`config.mk`:
```
export PLATFORM = sky130hd
export DESIGN_NAME = shell_engine_flat
export DESIGN_NICKNAME = d
export VERILOG_FILES = /design/src/rtl/shell_engine_pkg.sv /design/src/rtl/shell_engine_if.sv /design/src/rtl/shell_engine_shell_unit.sv /design/src/rtl/shell_engine.sv /design/src/flat_wrapper.sv
export SDC_FILE = /design/constraint.sdc
export NUM_CORES = 1
export LEC_CHECK = 0
export CORE_UTILIZATION = 60
export DETAILED_ROUTE_END_ITERATION = 8
export GPL_TIMING_DRIVEN = 0
export PLACE_DENSITY = 0.81
export SLEW_MARGIN = 20
export SYNTH_ARGS = -nofsm -noshare
export SYNTH_HDL_FRONTEND = slang
export SYNTH_SLANG_ARGS = --single-unit
export TNS_END_PERCENT = 20
```
`constraint.sdc`:
```
create_clock -name Clk -period 11.6 [get_ports Clk]
set_input_delay 3.48 -clock Clk [delete_from_list [all_inputs] [get_ports Clk]]
set_output_delay 3.48 -clock Clk [all_outputs]
set_load 0.01 [all_outputs]
```
`src/rtl/shell_engine_pkg.sv`:
```
// Shared types and constants for the tank shell engine.
package shell_engine_pkg;

  localparam int unsigned COORD_W = 10;
  localparam int unsigned SCORE_W = 4;
  localparam int unsigned CNT_W   = 5;

  localparam int unsigned SHELL_SPEED     = 4;
  localparam int unsigned COOLDOWN_FRAMES = 30;
  localparam int unsigned TANK_HALF       = 16;
  localparam int unsigned SHELL_HALF      = 2;
  localparam int unsigned SCREEN_MAX_X    = 639;
  localparam int unsigned SCORE_MAX       = 9;

  localparam logic [7:0] KEY_FIRE_ONE = 8'h2C;
  localparam logic [7:0] KEY_FIRE_TWO = 8'h28;

  typedef enum logic [1:0] {
    IDLE     = 2'd0,
    FLYING   = 2'd1,
    COOLDOWN = 2'd2
  } shell_state_t;

  typedef struct packed {
    logic [COORD_W-1:0] x;
    logic [COORD_W-1:0] y;
  } point_t;

  // Distance on one axis, widened by a bit so it never wraps.
  function automatic logic [COORD_W:0] abs_diff(input logic [COORD_W:0] a,
                                                input logic [COORD_W:0] b);
    return (a >= b) ? (a - b) : (b - a);
  endfunction

endpackage

```
`src/rtl/shell_engine_if.sv`:
```
// Bus between the game logic (tank positions, keyboard, vsync) and the shell engine.
interface shell_engine_if;
  import shell_engine_pkg::*;

  logic                 VS;
  logic [7:0]           keycode;
  logic [COORD_W-1:0]   TankOneX;
  logic [COORD_W-1:0]   TankOneY;
  logic [COORD_W-1:0]   TankTwoX;
  logic [COORD_W-1:0]   TankTwoY;
  logic [COORD_W-1:0]   ShellOneX;
  logic [COORD_W-1:0]   ShellOneY;
  logic                 ShellOneActive;
  logic [COORD_W-1:0]   ShellTwoX;
  logic [COORD_W-1:0]   ShellTwoY;
  logic                 ShellTwoActive;
  logic                 HitOne;
  logic                 HitTwo;
  logic [SCORE_W-1:0]   ScoreOne;
  logic [SCORE_W-1:0]   ScoreTwo;

  modport master (
    output VS, keycode, TankOneX, TankOneY, TankTwoX, TankTwoY,
    input  ShellOneX, ShellOneY, ShellOneActive,
    input  ShellTwoX, ShellTwoY, ShellTwoActive,
    input  HitOne, HitTwo, ScoreOne, ScoreTwo
  );

  modport slave (
    input  VS, keycode, TankOneX, TankOneY, TankTwoX, TankTwoY,
    output ShellOneX, ShellOneY, ShellOneActive,
    output ShellTwoX, ShellTwoY, ShellTwoActive,
    output HitOne, HitTwo, ScoreOne, ScoreTwo
  );
endinterface

```
`src/rtl/shell_engine_shell_unit.sv`:
```
// One player's shell: launch, per-frame flight, hit test against the opposing tank,
// cooldown and saturating score. DIR > 0 flies toward +X, otherwise toward -X.
module shell_unit
  import shell_engine_pkg::*;
#(
  parameter int         DIR      = 1,
  parameter logic [7:0] FIRE_KEY = KEY_FIRE_ONE
) (
  input  logic               clk,
  input  logic               rst_n,
  input  logic               frame_tick,
  input  logic [7:0]         keycode,
  input  point_t             own_tank,
  input  point_t             opp_tank,
  output point_t             shell_pos,
  output logic               active,
  output logic               hit,
  output logic [SCORE_W-1:0] score
);

  localparam logic [COORD_W:0] HIT_RANGE = (COORD_W+1)'(TANK_HALF + SHELL_HALF);

  shell_state_t         state;
  logic [CNT_W-1:0]     cool_cnt;
  logic                 armed;

  logic                 fire_key_c;
  logic [COORD_W:0]     moved_x_c;
  logic [COORD_W-1:0]   spawn_x_c;
  logic                 off_screen_c;
  logic                 strike_c;

  // Next position, spawn point and the hit/off-screen decisions for this frame.
  always_comb begin
    fire_key_c = (keycode == FIRE_KEY);
    if (DIR > 0) begin
      moved_x_c    = {1'b0, shell_pos.x} + (COORD_W+1)'(SHELL_SPEED);
      spawn_x_c    = own_tank.x + COORD_W'(TANK_HALF);
      off_screen_c = (moved_x_c > (COORD_W+1)'(SCREEN_MAX_X));
    end else begin
      moved_x_c    = {1'b0, shell_pos.x} - (COORD_W+1)'(SHELL_SPEED);
      spawn_x_c    = own_tank.x - COORD_W'(TANK_HALF);
      off_screen_c = (shell_pos.x < COORD_W'(SHELL_SPEED));
    end
    // An underflowed moved_x_c sits far above any tank, so it can never strike.
    strike_c = (abs_diff(moved_x_c, {1'b0, opp_tank.x}) <= HIT_RANGE) &&
               (abs_diff({1'b0, shell_pos.y}, {1'b0, opp_tank.y}) <= HIT_RANGE);
  end

  always_ff @(posedge clk) begin
    if (!rst_n) begin
      state     <= IDLE;
      cool_cnt  <= '0;
      armed     <= 1'b1;
      shell_pos <= '0;
      active    <= 1'b0;
      hit       <= 1'b0;
      score     <= '0;
    end else begin
      hit <= 1'b0;
      if (frame_tick) begin
        // A release seen on any frame re-arms; holding the key yields one shot.
        if (!fire_key_c) armed <= 1'b1;
        case (state)
          IDLE: begin
            if (fire_key_c && armed) begin
              state     <= FLYING;
              shell_pos <= '{x: spawn_x_c, y: own_tank.y};
              active    <= 1'b1;
              armed     <= 1'b0;
            end
          end
          FLYING: begin
            if (strike_c) begin
              shell_pos.x <= moved_x_c[COORD_W-1:0];
              hit         <= 1'b1;
              if (score != SCORE_W'(SCORE_MAX)) score <= score + SCORE_W'(1);
              active      <= 1'b0;
              cool_cnt    <= CNT_W'(COOLDOWN_FRAMES - 1);
              state       <= COOLDOWN;
            end else if (off_screen_c) begin
              active      <= 1'b0;
              cool_cnt    <= CNT_W'(COOLDOWN_FRAMES - 1);
              state       <= COOLDOWN;
            end else begin
              shell_pos.x <= moved_x_c[COORD_W-1:0];
            end
          end
          COOLDOWN: begin
            if (cool_cnt == '0) state <= IDLE;
            else                cool_cnt <= cool_cnt - CNT_W'(1);
          end
          default: state <= IDLE;
        endcase
      end
    end
  end

endmodule

```
`src/rtl/shell_engine.sv`:
```
// Shell engine top: vsync rising-edge frame strobe plus the two player shell units.
module shell_engine
  import shell_engine_pkg::*;
(
  input  logic           Clk,
  input  logic           Reset_n,
  shell_engine_if.slave  bus
);

  logic   vs_q;
  logic   vs_qq;
  logic   frame_tick;
  point_t tank_one;
  point_t tank_two;
  point_t shell_one;
  point_t shell_two;

  always_ff @(posedge Clk) begin
    if (!Reset_n) begin
      vs_q  <= 1'b0;
      vs_qq <= 1'b0;
    end else begin
      vs_q  <= bus.VS;
      vs_qq <= vs_q;
    end
  end

  assign frame_tick = vs_q & ~vs_qq;

  assign tank_one = '{x: bus.TankOneX, y: bus.TankOneY};
  assign tank_two = '{x: bus.TankTwoX, y: bus.TankTwoY};

  shell_unit #(.DIR(1), .FIRE_KEY(KEY_FIRE_ONE)) u_shell_one (
    .clk        (Clk),
    .rst_n      (Reset_n),
    .frame_tick (frame_tick),
    .keycode    (bus.keycode),
    .own_tank   (tank_one),
    .opp_tank   (tank_two),
    .shell_pos  (shell_one),
    .active     (bus.ShellOneActive),
    .hit        (bus.HitOne),
    .score      (bus.ScoreOne)
  );

  shell_unit #(.DIR(-1), .FIRE_KEY(KEY_FIRE_TWO)) u_shell_two (
    .clk        (Clk),
    .rst_n      (Reset_n),
    .frame_tick (frame_tick),
    .keycode    (bus.keycode),
    .own_tank   (tank_two),
    .opp_tank   (tank_one),
    .shell_pos  (shell_two),
    .active     (bus.ShellTwoActive),
    .hit        (bus.HitTwo),
    .score      (bus.ScoreTwo)
  );

  assign bus.ShellOneX = shell_one.x;
  assign bus.ShellOneY = shell_one.y;
  assign bus.ShellTwoX = shell_two.x;
  assign bus.ShellTwoY = shell_two.y;

endmodule
```
`src/flat_wrapper.sv`:
```
// flat-port wrapper written by rule: the top's interface ports become plain ports
module shell_engine_flat import shell_engine_pkg::*;
  (Clk, Reset_n, bus_VS, bus_keycode, bus_TankOneX, bus_TankOneY, bus_TankTwoX, bus_TankTwoY, bus_ShellOneX, bus_ShellOneY, bus_ShellOneActive, bus_ShellTwoX, bus_ShellTwoY, bus_ShellTwoActive, bus_HitOne, bus_HitTwo, bus_ScoreOne, bus_ScoreTwo);
  shell_engine_if bus_i ();
  input  logic Clk;
  input  logic Reset_n;
  input wire logic [$bits(bus_i.VS)-1:0] bus_VS;
  input wire logic [$bits(bus_i.keycode)-1:0] bus_keycode;
  input wire logic [$bits(bus_i.TankOneX)-1:0] bus_TankOneX;
  input wire logic [$bits(bus_i.TankOneY)-1:0] bus_TankOneY;
  input wire logic [$bits(bus_i.TankTwoX)-1:0] bus_TankTwoX;
  input wire logic [$bits(bus_i.TankTwoY)-1:0] bus_TankTwoY;
  output wire logic [$bits(bus_i.ShellOneX)-1:0] bus_ShellOneX;
  output wire logic [$bits(bus_i.ShellOneY)-1:0] bus_ShellOneY;
  output wire logic [$bits(bus_i.ShellOneActive)-1:0] bus_ShellOneActive;
  output wire logic [$bits(bus_i.ShellTwoX)-1:0] bus_ShellTwoX;
  output wire logic [$bits(bus_i.ShellTwoY)-1:0] bus_ShellTwoY;
  output wire logic [$bits(bus_i.ShellTwoActive)-1:0] bus_ShellTwoActive;
  output wire logic [$bits(bus_i.HitOne)-1:0] bus_HitOne;
  output wire logic [$bits(bus_i.HitTwo)-1:0] bus_HitTwo;
  output wire logic [$bits(bus_i.ScoreOne)-1:0] bus_ScoreOne;
  output wire logic [$bits(bus_i.ScoreTwo)-1:0] bus_ScoreTwo;
  assign bus_i.VS = bus_VS;
  assign bus_i.keycode = bus_keycode;
  assign bus_i.TankOneX = bus_TankOneX;
  assign bus_i.TankOneY = bus_TankOneY;
  assign bus_i.TankTwoX = bus_TankTwoX;
  assign bus_i.TankTwoY = bus_TankTwoY;
  assign bus_ShellOneX = bus_i.ShellOneX;
  assign bus_ShellOneY = bus_i.ShellOneY;
  assign bus_ShellOneActive = bus_i.ShellOneActive;
  assign bus_ShellTwoX = bus_i.ShellTwoX;
  assign bus_ShellTwoY = bus_i.ShellTwoY;
  assign bus_ShellTwoActive = bus_i.ShellTwoActive;
  assign bus_HitOne = bus_i.HitOne;
  assign bus_HitTwo = bus_i.HitTwo;
  assign bus_ScoreOne = bus_i.ScoreOne;
  assign bus_ScoreTwo = bus_i.ScoreTwo;
  shell_engine u_core (.Clk(Clk), .Reset_n(Reset_n), .bus(bus_i));
endmodule
```
Word-level counts from Yosys, hierarchy flattened
Cells that the tools add are included.

cells by class
  $add $sub $neg = 16
  multipliers = 0
  div/mod/pow operators = 0
  $lt $le $gt $ge = 10
  equal/unequal tests = 18
  shifts and indexed selects = 0
  multiplexer cells = 46
  bitwise gates (word level) = 2
  reduce and logical (&&, ||, !) cells = 26

operators by type and width
  operator                                                          number
  less-or-equal comparator 11 x 5 -> 1 bit (second input constant)  4
  2-to-1 mux 11 bit                                                 4
  subtractor 10 x 10 -> 11 bit                                      4
  2-to-1 mux 10 bit                                                 4
  2-to-1 mux 20 bit                                                 2
  case mux 10 bit (2 select lines)                                  2
  AND reduction 4 bit                                               10
  2-to-1 mux 5 bit                                                  6
  greater-or-equal comparator 11 x 10 -> 1 bit                      2
  subtractor 10 x 11 -> 11 bit                                      2
  subtractor 11 x 10 -> 11 bit                                      2
  greater-or-equal comparator 10 bit                                2
  case mux 5 bit (2 select lines)                                   2
  equality test 8 x 6 -> 1 bit (second input constant)              2
  2-to-1 mux 2 bit                                                  8
  2-to-1 mux 1 bit                                                  14
  != test 2 bit (second input constant)                             6
  != test 3 bit (second input constant)                             4
  case mux 2 bit (3 select lines)                                   2
  AND reduction 3 bit                                               4
  adder 10 x 3 -> 11 bit (second input constant)                    1
  greater-than comparator 11 x 10 -> 1 bit (second input constant)  1
  subtractor 10 x 3 -> 11 bit (second input constant)               1
  adder 10 x 5 -> 10 bit (second input constant)                    1
  other kinds (14)                                                  28

storage, ports and cells
  flip-flop bits (word level) = 70
  latch bits = 0
  bits in writable memories = 0
  bits in read-only memories = 0
  bits of input ports = 51
  output and inout bits = 52
  logic and storage cells = 136
  memories kept = 0

Logic depth before layout (Yosys ltp)
Gate-level depths: netlist of run 1.

  depth in word-level cells = 7
  mapped depth = 19
  gate-level depth less buffers = 17

Hierarchy
A second synthesis of run 1 with hierarchy kept.

unflattened totals
  cell total of the unflattened synthesis = 1,117
  area total of the unflattened synthesis = 8,216.6 um2

by module, submodules not included
  module                           instances  cells each  area each (um2)  seq. area each (um2)
  shell_unit (u_core.u_shell_one)  1          572         4,200.3          680.7
  shell_unit (u_core.u_shell_two)  1          540         3,950.0          680.7
  shell_engine                     1          5           66.3             40.0

Least setup slack after synthesis of run 1
Ideal clock, no wire load.

  path kind = input-to-reg
  start point = in bus_TankOneX[8]
  end point = reg u_core.u_shell_two.shell_pos[13] (netlist name)
  setup time = 72 ps
  arrival time = 6,900 ps
  required time = 11,528 ps
  slack = 4,629 ps
  stages = 14
  path buffers = 2
  cells stage by stage = inv_1 ha_1 buf_2 a21oi_2 o21ai_1 a2111oi_2 nand2_4 mux2i_1 or4b_1 a2111oi_2 nand4_1 buf_6 a211oi_4 mux2i_1

between the ends
  word-level cells in the longest chain between the ends = 6
  elaborated cells between the ends (all ways) = 10
  those cells by class = 2 x add/sub; 2 x order compare; 1 x eq/ne; 3 x mux; 2 x reduce/logical

ends and longest elaborated chain
  element                                                                            line                           text
  start: declaration                                                                 flat_wrapper.sv:9              input wire logic [$bits(bus_i.TankOneX)-1:0] bus_TankOneX;
  subtractor 10 x 11 -> 11 bit, or another cell as far along                         shell_engine_pkg.sv:32         return (a >= b) ? (a - b) : (b - a);
  2-to-1 mux 11 bit (*)                                                              shell_engine_pkg.sv:32
  less-or-equal comparator 11 x 5 -> 1 bit (*)                                       shell_engine_shell_unit.sv:46  strike_c = (abs_diff(moved_x_c, {1'b0, opp_tank.x}) <= HIT_RANGE) &&
  logical AND 1 bit (*)                                                              shell_engine_shell_unit.sv:46
  != test 3 bit (no line) or 2-to-1 mux 10 bit (tied branches)                       --
  AND reduction 4 bit (no line) or case mux 10 bit (2 select lines) (tied branches)  --
  end signal: assignment                                                             shell_engine_shell_unit.sv:68  shell_pos <= '{x: spawn_x_c, y: own_tank.y};
  end: declaration                                                                   shell_engine_shell_unit.sv:15  output point_t shell_pos,

Every way passes the cells marked *; elsewhere a longest branch is shown, timed or not.
A chain may end at the register's enable or synchronous reset.

Final worst setup path of run 1
  start point = in bus_TankOneX[6]
  end point = reg u_core.u_shell_two.shell_pos[16] (netlist name)

Same word-level chain as after synthesis.

==> results of run 1 <==
sequential cells by signal (all words and copies together), names as in the netlist:
signal,count
u_core.u_shell_one.armed,1
u_core.u_shell_one.active,1
u_core.u_shell_two.cool_cnt,5
u_core.u_shell_two.active,1
u_core.u_shell_two.hit,1
u_core.u_shell_one.hit,1
u_core.u_shell_one.shell_pos,20
u_core.u_shell_one.state,2
u_core.vs_q,1
u_core.u_shell_two.score,4
u_core.u_shell_two.armed,1
u_core.u_shell_one.score,4
u_core.vs_qq,1
u_core.u_shell_two.state,2
u_core.u_shell_one.cool_cnt,5
u_core.u_shell_two.shell_pos,20
stage by stage:
| stage | std cells | util | total power [uW] |
|---|---|---|---|
| floorplan | 1128 | - | 338 |
| CTS | 1421 | 0.735 | 649 |
| global route | 1421 | 0.735 | 673 |
| global placement | 1405 | 0.714 | 387 |
| detailed placement | 1405 | 0.714 | 389 |
| finish | 1421 | 0.735 | 651 |
worst max-delay path: cells and delay by family:
kind,cells,cell delay (ns)
multiplexers,2,0.44
AO/OA/AOI/OAI,5,1.80
buffers and inverters,4,1.05
adder cells (fa/ha/maj),1,0.29
AND/OR/NAND/NOR,3,0.96
power by group:
part	internal, uW	total [uW]	switching (uW)
Clock	148	265	117
Sequential	241	242	0.571
Combinational	59.8	145	84.8
per-layer routing:
layer / GRT usage / vias to the layer above / share of wire
met3: 0.0347 / 50 / 0.057
met2: 0.563 / 316 / 0.47
met4: 0.127 / 0 / 0.027
li1: - / 4277 / -
met5: 0 / - / 0
met1: 0.462 / 4136 / 0.45
kinds of logic after synthesis:
family,count (synthesis),share of synthesized area
and+or+nand+nor,382,0.238
buffers and inverters,176,0.0859
muxes,32,0.0395
DFF,70,0.169
xor gates and xnor gates,30,0.0317
adders and majority gates,101,0.160
AOI/OAI and AO/OA,337,0.277
layout make-up:
class / count / area (sq um) / area share
multi-input cells: 882 / 6180 / 0.630
plain buffers: 58 / 270 / 0.0275
clock buffers: 9 / 225 / 0.0230
flip-flops and latches: 70 / 1400 / 0.143
inverters: 118 / 443 / 0.0451
repair buffers: 101 / 1010 / 0.103
clock inverters: 7 / 57.6 / 0.00587
well taps: 176 / 220 / 0.0224
final timing paths:
path / startpoint / endpoint / slack (ns) / cells past startpoint
worst max-delay path: bus_TankOneX[6] / u_core.u_shell_two.shell_pos[16] / 3.85 / 15
worst min-delay path: u_core.u_shell_one.cool_cnt[0] / u_core.u_shell_one.cool_cnt[0] / 0.49 / 2
worst max register to register: u_core.u_shell_two.shell_pos[12] / u_core.u_shell_two.shell_pos[16] / 5.76 / 18
worst min register to register: u_core.u_shell_one.cool_cnt[0] / u_core.u_shell_one.cool_cnt[0] / 0.49 / 2
layout by cell type (no fill, tap or decap), types with 9 or more instances in the layout:
cell type and n:
nand2_1 123, inv_1 118, a21oi_1 106, clkdlybuf4s50_1 101, ha_1 93, dfxtp_1 70
nor2_1 56, o21ai_0 50, nand3_1 44, clkbuf_1 36, mux2i_1 26, xnor2_1 21
nand2b_1 19, o211ai_1 19, nor3_1 18, a21o_1 18, nor2b_1 16, buf_2 15
and3_1 14, or3_1 14, a211oi_1 14, a31oi_1 11, o21bai_1 11, and2_1 11
nand4_1 11, o22ai_1 10, o31ai_1 10, xor2_1 9, clkbuf_16 9
==> summary.md, run 1 <==
| Metric | Value |
|---|---|
| Slew HR | `0.311` |
| Routed wire length | `~24000 um` |
| Slew Viols, Final | `0` |
| Mapped Nets | `1280` |
| Clock sinks | `70` |
| Syn Std Cell Area | `8300 sq um` |
| H-tree depth | `3` |
| Fin. Hold Viols | `0` |
| Vias per cell | `a little over 6` |
| RSZ-0062 raised after global routing | `false` |
| Final WS setup | `about 3.8 ns` |
| Die area | `14300 sq um` |
| Setup violators final | `0` |
| CP max FO | `10` |
| Clk buf depth | `2` |
| Pre-CTS setup slack | `3.53 ns` |
| Clock root buffer | `clkbuf_16` |
| Initial antenna violation count | `0` |
| Total grt overflow | `0` |
| RD Place Congestion | `~0.98` |
| Worst Skew | `0.00957 ns` |
| Inserted Clock Buffers | `9` |
| Nets@finish | `between 1000 and 1500` |
| Antenna viol nets, final | `0` |
| P&R area growth vs syn | `18.2%` |
| Synth warnings | `0` |
| First-pass GRT wire length | `slightly below 40000 um` |
| IO Pins | `a little over 100` |
| Number of library cell types mapped by synthesis | `93` |
| Worst-path clk slew | `roughly 0.06 ns` |
| LEAKAGE | `0.00403 uW` |
| Post-CTS setup buffer count | `0` |
| Resize count post-CTS | `0` |
| Setup crit start kind | `input pin` |
| Status | `completed` |
| Setup TNS | `0 ns` |
| Iter 0 DRT Violations | `896` |
| Required @ worst endpoint | `~12 ns` |
| Final Instance Area | `9810 sq um` |
| CP cell instances | `clkdlybuf4s50_1 > inv_1 > ha_1 > buf_2 > a21oi_1 > o21ai_1 > a2111oi_2 > nand2_4 > mux2i_1 > or4b_1 > a2111oi_2 > nand4_1 > buf_6 > a211oi_4 > mux2i_1` |
| P per Cell Area | `66.4 nW/um^2` |
| GRT Util Overall | `0.343` |
| # port buffers | `around 100` |
| Sequential fraction of the synthesis area | `0.169` |
| Final Cycle Share | `0.668` |
| F_max | `roughly 0.13 GHz` |
| Worst vdd rail ir drop | `about 0.058 mV` |
| DRC viols | `0` |
| Post-Syn Area per Cell | `about 7.4 sq um` |
| Final min period | `7.75 ns` |
| Clk Latency, worst-skew pair | `between 0.3 and 0.4 ns` |
| Synth top cells by count | `123 x nand2_1, 118 x inv_1, 106 x a21oi_1, 93 x ha_1, 70 x dfxtp_1` |
| Number of synthesized flops with an enable pin | `0` |
| Slowest CP cell | `a2111oi_2` |
| Layout cells sized above 1 | `0.0635` |
| FILL cells | `~1100` |
| ANT cells | `0` |
| Placed cell areas | `between 9000 and 10000 sq um` |
| Maxcap violations | `0` |
| Initial Util | `0.622` |
| Fin Hold WS | `between 0.4 and 0.5 ns` |
| Post-DR wirelength/cell | `approximately 17 um` |
| Cell accounting for the most synthesized area | `dfxtp_1` |
| Final HPWL DP | `19600 um` |
| Top FF cell, synth | `dfxtp_1` |
| Drt pass-1 iters | `5` |
| Dominant cells by area after synthesis | `dfxtp_1 17%, ha_1 14%, a21oi_1 6.4%` |
| Crit end category | `register` |
| #FFs+latches synth | `70` |
| Vias in the first global route | `7952` |
| Hold_buf cts | `0` |
| Die height | `between 100 and 150 um` |
| CTS tree | `built` |
| Share of synthesized registers carrying an async set or reset | `0` |
| Synth Instances | `between 1000 and 1500` |
| Hold crit path type | `reg2reg` |
| Worst Max-Slew Pin Slew | `1.02 ns` |
| CP arrival | `8.02 ns` |
| Die W | `between 100 and 150 um` |
| Total number of vias | `about 9000` |
| WS Path Type | `in2reg` |
| Post-synth top area share | `0.169` |
| Slowest stage delay, CP | `approximately 0.63 ns` |
| Most frequent cell after synthesis | `nand2_1` |
| Largest net degree at the start of global routing | `15` |
| # rows | `42` |
| Core area | `between 10000 and 15000 sq um` |
(Power assumes the default switching activity.)
==> inputs of run 2 (changes only) <==
--- a/config.mk
+++ b/config.mk
@@ -5,10 +5,10 @@
 export SDC_FILE = /design/constraint.sdc
 export NUM_CORES = 1
 export LEC_CHECK = 0
-export CORE_UTILIZATION = 60
+export CORE_UTILIZATION = 52
 export DETAILED_ROUTE_END_ITERATION = 8
 export GPL_TIMING_DRIVEN = 0
-export PLACE_DENSITY = 0.81
+export PLACE_DENSITY = 0.74
 export SLEW_MARGIN = 20
 export SYNTH_ARGS = -nofsm -noshare
 export SYNTH_HDL_FRONTEND = slang
==> constraint.sdc (replaced) <==
create_clock -name Clk -period 6.44 [get_ports Clk]
set_input_delay 1.932 -clock Clk [delete_from_list [all_inputs] [get_ports Clk]]
set_output_delay 1.932 -clock Clk [all_outputs]
set_load 0.01 [all_outputs]
==> run 2 against run 1 <==
Against the previous run:
- setup slack lost 3.5 ns
- power grew 80%
- critical path depth is the same
- worst hold slack lost 0.0072 ns
- sequential share of layout area shrank 0.080 points
- non-clock buffer count is the same
- highest routed layer unchanged
- register-to-register slack lost 5.1 ns
- clock skew shrank 0.0034 ns
- largest cell class unchanged
- utilization shrank 9.3 points
- first-iteration DRC count shrank 33%
- largest power group unchanged
- final cell count grew 2.5%
- global-route usage shrank 3.7 points
- critical endpoint is now u_core.u_shell_one.score[2]
==> summary.md, run 2 (synthesized netlist as in run 1, its figures left out) <==
| Metric | Value |
|---|---|
| Status | `completed` |
| Setup violators final | `0` |
| Hold Crit Endpoint | `u_core.u_shell_one.cool_cnt[3]` |
| Hold crit path type | `reg2reg` |
| R2R Setup Slk | `approximately 0.67 ns` |
| Die W | `128 um` |
| Clk Latency, worst-skew pair | `roughly 0.34 ns` |
| CP max FO | `9` |
| Final Cycle Share | `0.951` |
| Layout cells sized above 1 | `0.0635` |
| Commonest non-fill, non-tap cells in the layout | `123 x nand2_1, 118 x inv_1, 106 x a21oi_1, 101 x clkdlybuf4s50_1, 93 x ha_1` |
| Die height | `128 um` |
| Clock sinks | `70` |
| Slowest CP cell | `o311ai_1` |
| Inserted Clock Buffers | `9` |
| IO Pins | `~100` |
| Final min period | `6.13 ns` |
| Nets@finish | `1392` |
| ANT cells | `0` |
| Crit Reg-Reg Startpoint | `u_core.u_shell_two.shell_pos[12]` |
| Antenna viol nets, final | `0` |
| Worst reg2reg endpoint | `u_core.u_shell_two.shell_pos[14]` |
| Vias per cell | `roughly 6.0` |
| First-pass GRT wire length | `between 40000 and 50000 um` |
| Fin. Hold Viols | `0` |
| H-tree depth | `3` |
| Slew Viols, Final | `0` |
| Clock power frac | `0.406` |
| Post-DR wirelength/cell | `approximately 17 um` |
| Pre-CTS setup slack | `-0.0488 ns` |
| Hold depth | `1` |
| Drt pass-1 iters | `8` |
| CTS tree | `built` |
| Final HPWL DP | `between 15000 and 20000 um` |
| Sequential share of power | `0.371` |
| Hold_buf cts | `0` |
| # port buffers | `slightly above 100` |
| F_max | `between 0.15 and 0.2 GHz` |
| Sw frac | `0.311` |
| LEAKAGE | `slightly above 0.004 uW` |
| Final WS setup | `around 0.31 ns` |
| Total grt overflow | `0` |
| GRT Util Overall | `0.305` |
| Crit end category | `register` |
| Biggest regs | `u_core.u_shell_one.shell_pos (20), u_core.u_shell_two.shell_pos (20)` |
| Worst-path clk slew | `around 0.06 ns` |
| P per Cell Area | `about 120 nW/um^2` |
| Largest net degree at the start of global routing | `15` |
| Worst Skew | `just over 0.006 ns` |
| Maxcap violations | `0` |
| CP arrival | `6.40 ns` |
| Hold_sp | `u_core.u_shell_one.cool_cnt[3]` |
| Slowest stage delay, CP | `0.60 ns` |
| Combinational share of power | `0.223` |
| Sw power | `between 300 and 400 uW` |
| P&R area growth vs syn | `18.9%` |
| WS Path Type | `in2reg` |
| Core area | `about 15000 sq um` |
| Initial Util | `0.540` |
| Buf+Inv Stages, Crit Path | `4` |
| Die area | `roughly 16000 sq um` |
| Setup TNS | `0 ns` |
| Initial antenna violation count | `0` |
| P_int | `a little over 800 uW` |
| # rows | `45` |
| Iter 0 DRT Violations | `597` |
| Required @ worst endpoint | `roughly 6.7 ns` |
| Final Instance Area | `approximately 9900 sq um` |
| Setup crit start kind | `input pin` |
| Vias in the first global route | `slightly below 8000` |
| Total number of vias | `between 8000 and 9000` |
| Worst vdd rail ir drop | `~0.096 mV` |
| Total design power | `~1200 uW` |
| Critical path's top delay family | `simple AND/OR/NAND/NOR gates` |
| Cell depth of the worst flop-to-flop path | `18` |
| Clock root buffer | `clkbuf_16` |
| Slew HR | `0.334` |
| Commonest non-fill, non-tap cell in the layout | `nand2_1` |
| Placed cell areas | `9570 sq um` |
| RD Place Congestion | `between 0.9 and 1` |
| DRC viols | `0` |
| Routed wire length | `around 25000 um` |
| CP cell instances | `clkdlybuf4s50_1 > inv_1 > ha_1 > buf_2 > nand3_1 > or3_1 > and3_1 > buf_2 > a221o_1 > o311ai_1 > a221oi_1 > o311ai_1 > nand4_1 > or4_1 > a21oi_1` |
| RSZ-0062 raised after global routing | `false` |
| Clk buf depth | `2` |
| Worst Max-Slew Pin Slew | `approximately 1 ns` |
run 2: changes by cell type in the layout (fill, tap and decap cells not counted), sizes merged:
cell,before,now
clkinv,2,4
clkinvlp,2,0
run 2: worst max-delay path by stage:
stage                          from                                to  cells after the start
finish              bus_TankTwoX[2]       u_core.u_shell_one.score[2]                     15
global route        bus_TankTwoX[0]       u_core.u_shell_one.score[2]                     15
CTS                 bus_TankOneX[8]  u_core.u_shell_two.shell_pos[14]                     15
floorplan           bus_TankOneX[8]  u_core.u_shell_two.shell_pos[13]                     14
detailed placement  bus_TankOneX[8]  u_core.u_shell_two.shell_pos[14]                     15
global placement    bus_TankOneX[8]  u_core.u_shell_two.shell_pos[14]                     15
run 2: repair_timing:
| item | CTS | global route |
|---|---|---|
| endpoints found under the setup margin | 0 | 3 |
| buffers inserted | 0 | 0 |
| resized for setup | 0 | 1 |
run 2: area by class of cell:
| type | instances | area [sq um] |
|---|---|---|
| Clock buffer | 9 | 225 |
| Fill cell | 1430 | 5500 |
| Inverter | 118 | 443 |
| Tap cell | 211 | 264 |
| Clock inverter | 7 | 56.3 |
| Sequential cell | 70 | 1400 |
| Multi-Input combinational cell | 882 | 6200 |
| Buffer | 58 | 270 |
| Timing Repair Buffer | 101 | 1010 |
run 2: per-layer routing:
layer  vias to the layer above  share of wire  global-route usage
li1                       4284              -                   -
met1                      4124           0.46               0.407
met2                       275           0.47               0.512
met3                        51          0.048              0.0363
met4                         0          0.024              0.0983
met5                         -              0                   0
run 2: through the flow:
| step | hold slack, ns | utilization | instances |
|---|---|---|---|
| after CTS | 0.477 | 0.641 | 1456 |
| after floorplan | 0.443 | - | 1128 |
| after global placement | 0.464 | 0.623 | 1440 |
| after detailed placement | 0.469 | 0.623 | 1440 |
| after global routing | 0.499 | 0.642 | 1456 |
| final | 0.481 | 0.642 | 1456 |
run 2: power by group through the flow:
stage	clock, uW	combinational [uW]	sequential [uW]
floorplan	0	164	445
global placement	0	253	445
detailed placement	0	256	445
CTS	477	257	435
global route	503	287	435
finish	476	261	435
